**src/rtl/syncword_correlator.sv**
```systemverilog
// BR/EDR access-code detector: slides rxbit past the 64-bit sync word, counts mismatches, declares sync.
// Define PREAMBLE_CHECK_EN to widen the correlator to 68 bits and include the 4-bit preamble in the count.
module syncword_correlator #(
   parameter int WIN_W = 12,
   parameter int ERR_W = 7
) (
   input  logic             clk_6M,
   input  logic             rstz,
   input  logic             p_1us,
   input  logic             rxbit,
   input  logic             srch_start_p,
   input  logic             srch_stop,
   input  logic             pkt_end_p,
   input  logic [63:0]      syncword,
   input  logic [ERR_W-1:0] regi_corr_threshold,
   input  logic [WIN_W-1:0] regi_search_win,
   output logic             sync_found_p,
   output logic             rx_trailer_st_p,
   output logic             search_timeout_p,
   output logic [ERR_W-1:0] corr_errcnt,
   output logic             rx_locked,
   output logic             searching
);

`ifdef PREAMBLE_CHECK_EN
   localparam int SR_W = 68;
`else
   localparam int SR_W = 64;
`endif
   localparam logic [6:0] FILL_FULL = 7'(SR_W);

   localparam logic [1:0] ST_IDLE   = 2'd0;
   localparam logic [1:0] ST_SEARCH = 2'd1;
   localparam logic [1:0] ST_LOCKED = 2'd2;

   function automatic logic [ERR_W-1:0] popcount(input logic [SR_W-1:0] v);
      logic [ERR_W-1:0] n;
      n = {ERR_W{1'b0}};
      for (int i = 0; i < SR_W; i++) begin
         n = n + ERR_W'(v[i]);
      end
      return n;
   endfunction

   logic [1:0]       state_q, state_d;
   logic [SR_W-1:0]  sr_q, sr_d;
   logic [6:0]       fill_q, fill_d;
   logic [WIN_W-1:0] win_q, win_d;
   logic [ERR_W-1:0] best_q, best_d;
   logic             eval_q, eval_d;
   logic             pend_q, pend_d;
   logic             found_q, found_d;
   logic             tout_q, tout_d;
   logic [ERR_W-1:0] errcnt_q, errcnt_d;
   logic             locked_q, locked_d;
   logic             srch_q, srch_d;

   logic [SR_W-1:0]  ref_s;
   logic [ERR_W-1:0] mism_s;
   logic [ERR_W-1:0] best_now_s;
   logic             full_s;
   logic             hit_s;
   logic             expire_s;

`ifdef PREAMBLE_CHECK_EN
   // Preamble alternates and its last bit is the complement of the first sync bit.
   assign ref_s = {(syncword[63] ? 4'b1010 : 4'b0101), syncword};
`else
   assign ref_s = syncword;
`endif

   assign mism_s     = popcount(sr_q ^ ref_s);
   assign full_s     = (fill_q == FILL_FULL);
   assign hit_s      = eval_q && full_s && (mism_s <= regi_corr_threshold);
   assign expire_s   = (regi_search_win != {WIN_W{1'b0}}) && (win_q == {WIN_W{1'b0}});
   assign best_now_s = (full_s && (mism_s < best_q)) ? mism_s : best_q;

   always_comb begin
      state_d  = state_q;
      sr_d     = sr_q;
      fill_d   = fill_q;
      win_d    = win_q;
      best_d   = best_q;
      eval_d   = 1'b0;
      pend_d   = pend_q & ~p_1us;
      found_d  = 1'b0;
      tout_d   = 1'b0;
      errcnt_d = errcnt_q;
      locked_d = locked_q;
      if (srch_stop) begin
         state_d  = ST_IDLE;
         pend_d   = 1'b0;
         locked_d = 1'b0;
      end else begin
         case (state_q)
            ST_IDLE: begin
               if (srch_start_p) begin
                  state_d = ST_SEARCH;
                  fill_d  = 7'd0;
                  win_d   = regi_search_win;
                  best_d  = {ERR_W{1'b1}};
               end else begin
                  state_d = ST_IDLE;
               end
            end
            ST_SEARCH: begin
               if (srch_start_p) begin
                  fill_d = 7'd0;
                  win_d  = regi_search_win;
                  best_d = {ERR_W{1'b1}};
               end else begin
                  if (p_1us) begin
                     sr_d   = {sr_q[SR_W-2:0], rxbit};
                     fill_d = full_s ? fill_q : fill_q + 7'd1;
                     win_d  = (win_q != {WIN_W{1'b0}}) ? win_q - WIN_W'(1) : win_q;
                     eval_d = 1'b1;
                  end else begin
                     eval_d = 1'b0;
                  end
                  // Evaluation runs one clock after the shift so the popcount sees the new bit.
                  if (eval_q) begin
                     best_d = best_now_s;
                     if (hit_s) begin
                        found_d  = 1'b1;
                        errcnt_d = mism_s;
                        locked_d = 1'b1;
                        pend_d   = 1'b1;
                        state_d  = ST_LOCKED;
                     end else if (expire_s) begin
                        tout_d   = 1'b1;
                        errcnt_d = best_now_s;
                        state_d  = ST_IDLE;
                     end else begin
                        state_d = ST_SEARCH;
                     end
                  end else begin
                     best_d = best_q;
                  end
               end
            end
            ST_LOCKED: begin
               if (pkt_end_p) begin
                  state_d  = ST_IDLE;
                  locked_d = 1'b0;
                  pend_d   = 1'b0;
               end else begin
                  state_d = ST_LOCKED;
               end
            end
            default: begin
               state_d  = ST_IDLE;
               locked_d = 1'b0;
               pend_d   = 1'b0;
            end
         endcase
      end
      srch_d = (state_d == ST_SEARCH);
   end

   always_ff @(posedge clk_6M or negedge rstz) begin
      if (!rstz) begin
         state_q  <= ST_IDLE;
         sr_q     <= {SR_W{1'b0}};
         fill_q   <= 7'd0;
         win_q    <= {WIN_W{1'b0}};
         best_q   <= {ERR_W{1'b1}};
         eval_q   <= 1'b0;
         pend_q   <= 1'b0;
         found_q  <= 1'b0;
         tout_q   <= 1'b0;
         errcnt_q <= {ERR_W{1'b1}};
         locked_q <= 1'b0;
         srch_q   <= 1'b0;
      end else begin
         state_q  <= state_d;
         sr_q     <= sr_d;
         fill_q   <= fill_d;
         win_q    <= win_d;
         best_q   <= best_d;
         eval_q   <= eval_d;
         pend_q   <= pend_d;
         found_q  <= found_d;
         tout_q   <= tout_d;
         errcnt_q <= errcnt_d;
         locked_q <= locked_d;
         srch_q   <= srch_d;
      end
   end

   assign sync_found_p     = found_q;
   assign search_timeout_p = tout_q;
   assign corr_errcnt      = errcnt_q;
   assign rx_locked        = locked_q;
   assign searching        = srch_q;
   assign rx_trailer_st_p  = pend_q & p_1us & ~srch_stop;

endmodule
```
**config.mk**
```make
export PLATFORM = sky130hd
export DESIGN_NAME = syncword_correlator
export DESIGN_NICKNAME = d
export VERILOG_FILES = /design/src/rtl/syncword_correlator.sv
export SDC_FILE = /design/constraint.sdc
export NUM_CORES = 1
export LEC_CHECK = 0
export BUFFER_PORTS_ARGS = -buffer_cell sky130_fd_sc_hd__buf_4
export CORE_MARGIN = 4
export CORE_UTILIZATION = 50
export CTS_BUF_LIST = sky130_fd_sc_hd__clkbuf_4 sky130_fd_sc_hd__clkbuf_8
export CTS_CLUSTER_SIZE = 14
export DETAILED_ROUTE_END_ITERATION = 8
export GPL_TIMING_DRIVEN = 0
export PLACE_DENSITY = 0.81
export SETUP_SLACK_MARGIN = 0.02
export SYNTH_ARGS = -nofsm -noshare
export SYNTH_HDL_FRONTEND = slang
export SYNTH_SLANG_ARGS = --single-unit
```
**constraint.sdc**
```tcl
create_clock -name clk_6M -period 8.83 [get_ports clk_6M]
set_input_delay 2.649 -clock clk_6M [delete_from_list [all_inputs] [get_ports clk_6M]]
set_output_delay 2.649 -clock clk_6M [all_outputs]
set_load 0.03 [all_outputs]
```
Word level (Yosys, flattened, before mapping)
Index checks and enable logic that the tools add are counted.
{ "totals": {"reg_bits": 105, "latch_bits": 0, "mem_bits_rw": 0, "romBits": 0, "input_bits": 90, "out_inout_bits": 12, "wordCells": 168, "memories": 0} }
{ "classes": {"n_addsub": 65, "mul": 0, "div": 0, "magnitude_cmp": 2, "eq_ne": 14, "shifts": 0, "muxes": 52, "n_bitwise": 7, "n_reduce_logical": 16} }
{ "op_table": {"columns": ["operator", "n"], "rows": [
  ["7-bit by 1-bit adder with 7-bit output", 57],
  ["7-bit 2-to-1 mux", 10],
  ["64-bit bitwise XOR", 1],
  ["12-bit 2-to-1 mux", 4],
  ["7-bit case mux with 2 select lines", 2],
  ["1-bit 2-to-1 mux", 27],
  ["3-bit inequality test, second input constant", 8],
  ["12-bit case mux with 2 select lines", 1],
  ["12-bit nonzero test", 2],
  ["5-bit AND reduction", 4],
  ["12-bit zero test", 1],
  ["12-bit by 1-bit subtractor with 12-bit output, second input constant", 1],
  ["2-bit 2-to-1 mux", 5],
  ["4-bit AND reduction", 2],
  ["6-bit by 1-bit adder with 7-bit output", 1],
  ["7-bit by 1-bit adder with 7-bit output, second input constant", 1],
  ["7-bit == test, second input constant", 1],
  ["7-bit <= comparator", 1],
  ["7-bit less-than comparator", 1],
  ["5-bit by 1-bit adder with 6-bit output", 1],
  ["1-bit case mux with 3 select lines", 2],
  ["2-bit case mux with 3 select lines", 1],
  ["4-bit by 1-bit adder with 5-bit output", 1],
  ["3-bit by 1-bit adder with 4-bit output", 1],
  ["10 further kinds", 20]
]} }

Logic depth before layout (Yosys ltp)
{ "depth": {"depth_word": 72, "mapped_depth": 26, "depth_no_buf": 26} }

Worst setup path before layout
Ideal clock, no wire load.
{ "synth_path": {"path_kind": "input-to-reg", "start": "input port syncword[31]", "end": "register errcnt_q[0], in the netlist corr_errcnt[0]", "setup_time_ps": 82, "arrival_time_ps": 9765, "t_required_ps": 8748, "path_slack_ps": -1018, "path_stages": 24, "n_path_buf": 0, "path_cell_list": "xnor2_1 -> fa_1 -> fa_1 -> fa_1 -> inv_1 -> fa_1 -> inv_1 -> fa_1 -> fa_1 -> fa_1 -> inv_1 -> fa_1 -> ha_1 -> fa_1 -> a21o_1 -> a21oi_1 -> xnor2_1 -> ha_1 -> a211oi_1 -> nor2_1 -> a2111o_1 -> a21boi_4 -> mux2_2 -> mux2_2"} }
{ "synth_via": {"elab_chain_len": 39, "word_cells_on_any_way": 43, "cone_classes": "add/sub (33); order compare (2); mux (3); bitwise (1); reduce/logical (4)"} }
{ "synth_rtl": {"columns": ["element", "line", "source"], "rows": [
  ["from (decl)", "14", "input logic [63:0] syncword,"],
  ["64-bit bitwise XOR (*)", "72", "assign mism_s = popcount(sr_q ^ ref_s);"],
  ["7-bit by 1-bit adder with 7-bit output (*) (33 in a row)", "40", "n = n + ERR_W'(v[i]);"],
  ["7-bit less-than comparator", "76", "assign best_now_s = (full_s && (mism_s < best_q)) ? mism_s : best_q;"],
  ["1-bit logical AND", "76", null],
  ["7-bit 2-to-1 mux", "76", null],
  ["7-bit 2-to-1 mux", "129", "end else if (expire_s) begin"],
  ["7-bit 2-to-1 mux", "123", "if (hit_s) begin"],
  ["to (signal assigned)", "171", "errcnt_q <= {ERR_W{1'b1}};"],
  ["to (signal assigned)", "184", "errcnt_q <= errcnt_d;"],
  ["to (decl)", "54", "logic [ERR_W-1:0] errcnt_q, errcnt_d;"]
]} }
Mark *: on every way between the ends. The rest lies on a longest branch, timed or not. The select of a mux whose other input is x is not followed.
A chain may end at the register's enable or synchronous reset.

Final worst setup path
{ "layout_path": {"start": "input port syncword[33]", "end": "register errcnt_q[3], in the netlist corr_errcnt[3]"} }
{ "layout_via": {"elab_chain_len": 37, "word_cells_on_any_way": 41, "cone_classes": "add/sub (31); order compare (2); mux (3); bitwise (1); reduce/logical (4)"} }
{ "layout_rtl": {"columns": ["element", "line"], "rows": [
  ["64-bit bitwise XOR (*)", "72"],
  ["7-bit by 1-bit adder with 7-bit output (*) (31 in a row)", "40"],
  ["7-bit less-than comparator", "76"],
  ["1-bit logical AND", "76"],
  ["7-bit 2-to-1 mux", "76"],
  ["7-bit 2-to-1 mux", "129"],
  ["7-bit 2-to-1 mux", "123"]
]} }
Marked as above.

==> impl_summary.md <==
STA
The post-layout minimum cycle time is approximately 9.6 ns. Setup repair after global routing could not meet its margin everywhere. Derived from the worst setup path, the maximum achievable clock frequency is between 100 and 150 MHz. Across all setup checks in the final design, the least slack found is -0.7701 ns. The number of hold violations in the final report is 0.

Setup violations remaining at the end of the flow were counted as 21. The actual transition at the worst max-transition pin is between 0.6 and 0.7 ns. The worst-case clock skew is 0.006596 ns. After layout, the worst path uses 108.7% of the clock period.

In the final timing run, aggregate negative setup slack is -13.29 ns. The max-slew violation count is 0. The worst pin sits at a relative slew slack of approximately three fifths.

Setup path
The data arrival time of the worst path is roughly 10 ns. Along the worst path, the maximum fanout reaches 6. The kind of critical path is in -> reg. STA classifies the critical path startpoint as a primary input. The worst setup path is captured at a flip-flop. The required time of the worst setup path is about 9.1 ns.

Clock tree
The CTS sink count is ~110. Counting the buffers created by CTS gives 9. The H-tree depth is 3. The maximum clock path buffer count is 2. Clock latency on the worst-skew pair, taken at its later pin, is approximately 0.38 ns. Hold repair after CTS inserted 0 buffers. The clock transition at the registers of the reported paths is approximately 0.10 ns. The root cell of the clock tree is sky130_fd_sc_hd__clkbuf_8. TritonCTS built the clock tree.

Global route
The met1 layer usage reported by global route is roughly 26%. The global-route total usage across every layer is roughly a fifth. The overflow left after global routing is 0.

Entering global routing, the biggest net connects approximately 110 pins. The number of antenna violations at the first check in global routing was 0. The global-route met2 utilization is between 30% and 40%. The via count of the first global-routing pass is around 5700. The global-route met3 utilization is about 4.8%. In this run the most used layer during global routing was met2.

The wire length of the first global-routing pass is 26490 um.

Floorplan
The I/O pin count is just over 100. The core region is between 10000 and 15000 um2. The floorplan has 43 rows. The die width is approximately 130 um. The die is 126.4 um tall. For this configuration, the core starts out at a cell density of 50.71%.

The area of the die is 15980 um2.

Drt
Using the TritonRoute via totals, the vias-per-cell ratio works out to approximately 5.2. The first routing iteration left roughly 320 violations. After detailed routing, the number of remaining DRC violations is 0.

The wire length per cell after detailed routing is roughly 16 um. The antenna violation net count after detailed routing is 0. Across all layers, the routed design uses between 5000 and 6000 vias.

The number of iterations in the first detailed-routing pass is 5. The overall routed net length is 16440 um.

Placement
The wire-length estimate of the detail-placed layout is 12040 um. The global placement routability congestion is 0.8521. Once placement finished, the instance area stood at 8064 um2. Port buffering added a little over 100 buffers.

Logic synthesis
In the synthesized netlist the dominant register cell turns out to be sky130_fd_sc_hd__dfrtp_1. The number of nets produced by synthesis is 916. By area the synthesized netlist is led by sky130_fd_sc_hd__dfrtp_1 (32%), sky130_fd_sc_hd__fa_1 (15%), sky130_fd_sc_hd__nand2_1 (11%), sky130_fd_sc_hd__xnor2_1 (7.7%), sky130_fd_sc_hd__ha_1 (5.5%). The post-synthesis cell area is between 7000 and 8000 um2. The synthesized netlist contains 52 unique library cells. The count of state elements after synthesis is 105. After synthesis, the share of flip-flops with an asynchronous set or reset is between 90% and 100%.

In the synthesized netlist, the number of instances is ~740. The cell taking the most area after synthesis is sky130_fd_sc_hd__dfrtp_1. The warning count from the yosys run is 0. Summing the sequential cell areas from Yosys gives a little under two fifths of the chip area. The share of the synthesized area in the top cell type is between 30% and 40%. The number of synthesized flops with an enable pin is 0. The per-instance average area after synthesis is 9.463 um2.

Run status
The flow ran to the end, but the final reports show violations. The final reports fail on setup timing.

Layout
The cell area after layout is between 8000 and 9000 um2. The utilization after layout is between 60% and 70%. The flip-flop and latch area is ~2600 um2. The library cells used most frequently in the layout, excluding fill and tap cells, are sky130_fd_sc_hd__nand2_1 (210), sky130_fd_sc_hd__buf_4 (106), sky130_fd_sc_hd__dfrtp_1 (91), sky130_fd_sc_hd__inv_1 (69), sky130_fd_sc_hd__fa_1 (52).

The most frequent standard cell in the layout excluding fill and tap cells is sky130_fd_sc_hd__nand2_1. From synthesis to final layout, the design area changed by 26.62%. Of the cells placed in the final design, the portion with a size suffix greater than 1 is a little over a quarter. The filler cells instantiated in the layout total 1068. The final net count is between 1000 and 1500. The number of antenna repair diodes is 0. Summing all multi-input logic gate instances after layout gives about 4500 um2.

Flow run
The number of violations of the max-capacitance limit is 0.

Min path
The type of the most critical hold path is reg -> reg.
-- cells in the mapped netlist, types with 2 or more instances --
library cell and instances:
sky130_fd_sc_hd__nor3_1 14, sky130_fd_sc_hd__dfstp_2 14, sky130_fd_sc_hd__nor2_1 27, sky130_fd_sc_hd__dfrtp_1 91, sky130_fd_sc_hd__o21ai_0 15, sky130_fd_sc_hd__xnor2_1 62
sky130_fd_sc_hd__inv_1 70, sky130_fd_sc_hd__buf_2 3, sky130_fd_sc_hd__mux2_2 13, sky130_fd_sc_hd__nor4_1 4, sky130_fd_sc_hd__and2_1 3, sky130_fd_sc_hd__o21bai_1 2
sky130_fd_sc_hd__o2bb2ai_1 2, sky130_fd_sc_hd__o22a_1 3, sky130_fd_sc_hd__a22oi_1 3, sky130_fd_sc_hd__nand2b_1 2, sky130_fd_sc_hd__ha_1 31, sky130_fd_sc_hd__buf_1 6
sky130_fd_sc_hd__nand3_1 3, sky130_fd_sc_hd__nand4_1 3, sky130_fd_sc_hd__a211oi_1 2, sky130_fd_sc_hd__xor2_1 9, sky130_fd_sc_hd__mux2i_1 4, sky130_fd_sc_hd__fa_1 54
sky130_fd_sc_hd__o22ai_1 5, sky130_fd_sc_hd__nand2_1 213, sky130_fd_sc_hd__a21oi_1 34, sky130_fd_sc_hd__o221a_2 2, sky130_fd_sc_hd__nor2b_1 4, sky130_fd_sc_hd__or3_1 8
sky130_fd_sc_hd__clkbuf_1 14
-- final cells by class --
class	instances	share of cell area (%)
Multi-Input combinational cell	543	50.45
Timing Repair Buffer	115	10.57
Buffer	23	1.015
Clock buffer	10	1.480
Inverter	70	2.959
Clock inverter	6	1.198
Tap cell	180	2.537
Sequential cell	105	29.79
-- path summary, 6_finish.rpt --
check	start	to	slack (ns)	cells after the start
hold reg to reg	sr_q[63]	sr_q[63]	0.51	2
setup reg to reg	sr_q[33]	corr_errcnt[3]	1.08	23
max in group asynchronous	rstz	sr_q[9]	6.08	2
min in group asynchronous	rstz	best_q[2]	2.23	1
hold / removal	sr_q[63]	sr_q[63]	0.51	2
setup / recovery	syncword[33]	corr_errcnt[3]	-0.77	24
-- metrics by stage --
| step | worst slack [ns] | cells | hold WS (ns) |
|---|---|---|---|
| floorplan | -0.7385 | 741 | 0.4667 |
| global route | -0.9282 | 1052 | 0.5465 |
| detailed placement | -1.309 | 1022 | 0.4896 |
| global placement | -1.241 | 1022 | 0.4849 |
| finish | -0.7701 | 1052 | 0.5137 |
| CTS | -0.7412 | 1047 | 0.5124 |
-- worst max-delay path, stage by stage --
cell	delay, ns
sky130_fd_sc_hd__buf_8	0.10
sky130_fd_sc_hd__xnor2_4	0.12
sky130_fd_sc_hd__fa_1	0.53
sky130_fd_sc_hd__fa_1	0.53
sky130_fd_sc_hd__fa_1	0.55
sky130_fd_sc_hd__inv_1	0.05
sky130_fd_sc_hd__fa_1	0.49
sky130_fd_sc_hd__inv_2	0.05
sky130_fd_sc_hd__fa_1	0.57
sky130_fd_sc_hd__fa_1	0.43
sky130_fd_sc_hd__fa_1	0.49
sky130_fd_sc_hd__inv_1	0.05
sky130_fd_sc_hd__fa_1	0.44
sky130_fd_sc_hd__ha_2	0.20
sky130_fd_sc_hd__fa_2	0.35
sky130_fd_sc_hd__a21o_1	0.20
sky130_fd_sc_hd__a21oi_4	0.20
sky130_fd_sc_hd__xnor2_2	0.18
sky130_fd_sc_hd__ha_4	0.25
sky130_fd_sc_hd__and4_1	0.15
sky130_fd_sc_hd__a2111o_1	0.52
sky130_fd_sc_hd__a21boi_4	0.22
sky130_fd_sc_hd__mux2_4	0.32
sky130_fd_sc_hd__mux2_4	0.27
-- flip-flops by register name, indices dropped and copies added (netlist names) --
register and count:
eval_q 1, sr_q 64, fill_q 7, corr_errcnt 7, best_q 7, pend_q 1
state_q 2, rx_locked 1, search_timeout_p 1, searching 1, sync_found_p 1, win_q 12
-- cells by family (layout without fill, tap and decap cells) --
logic type,Yosys count,after routing,share of synthesized area [%]
adders and majority gates,85,85,20.95
AOI/OAI and AO/OA,78,78,7.191
xor gates and xnor gates,71,71,8.869
and+or+nand+nor,292,292,17.58
muxes,17,17,2.659
buffers and inverters,93,224,5.032
DFF,105,105,37.72
-- routing by layer --
| metal | wire length, um | vias to the layer above |
|---|---|---|
| met5 | 0 | - |
| met1 | 6518 | 2661 |
| li1 | - | 2608 |
| met3 | 972 | 34 |
| met4 | 426 | 0 |
| met2 | 8522 | 171 |
-- timing repair --
item,in CTS,in global routing
gates resized for setup,41,37
setup endpoints to repair,21,21
pin swaps,28,29
setup buffers,9,6
Power is not shown: default switching activity piles up to over one toggle a cycle in this logic, so the estimate is an artifact.
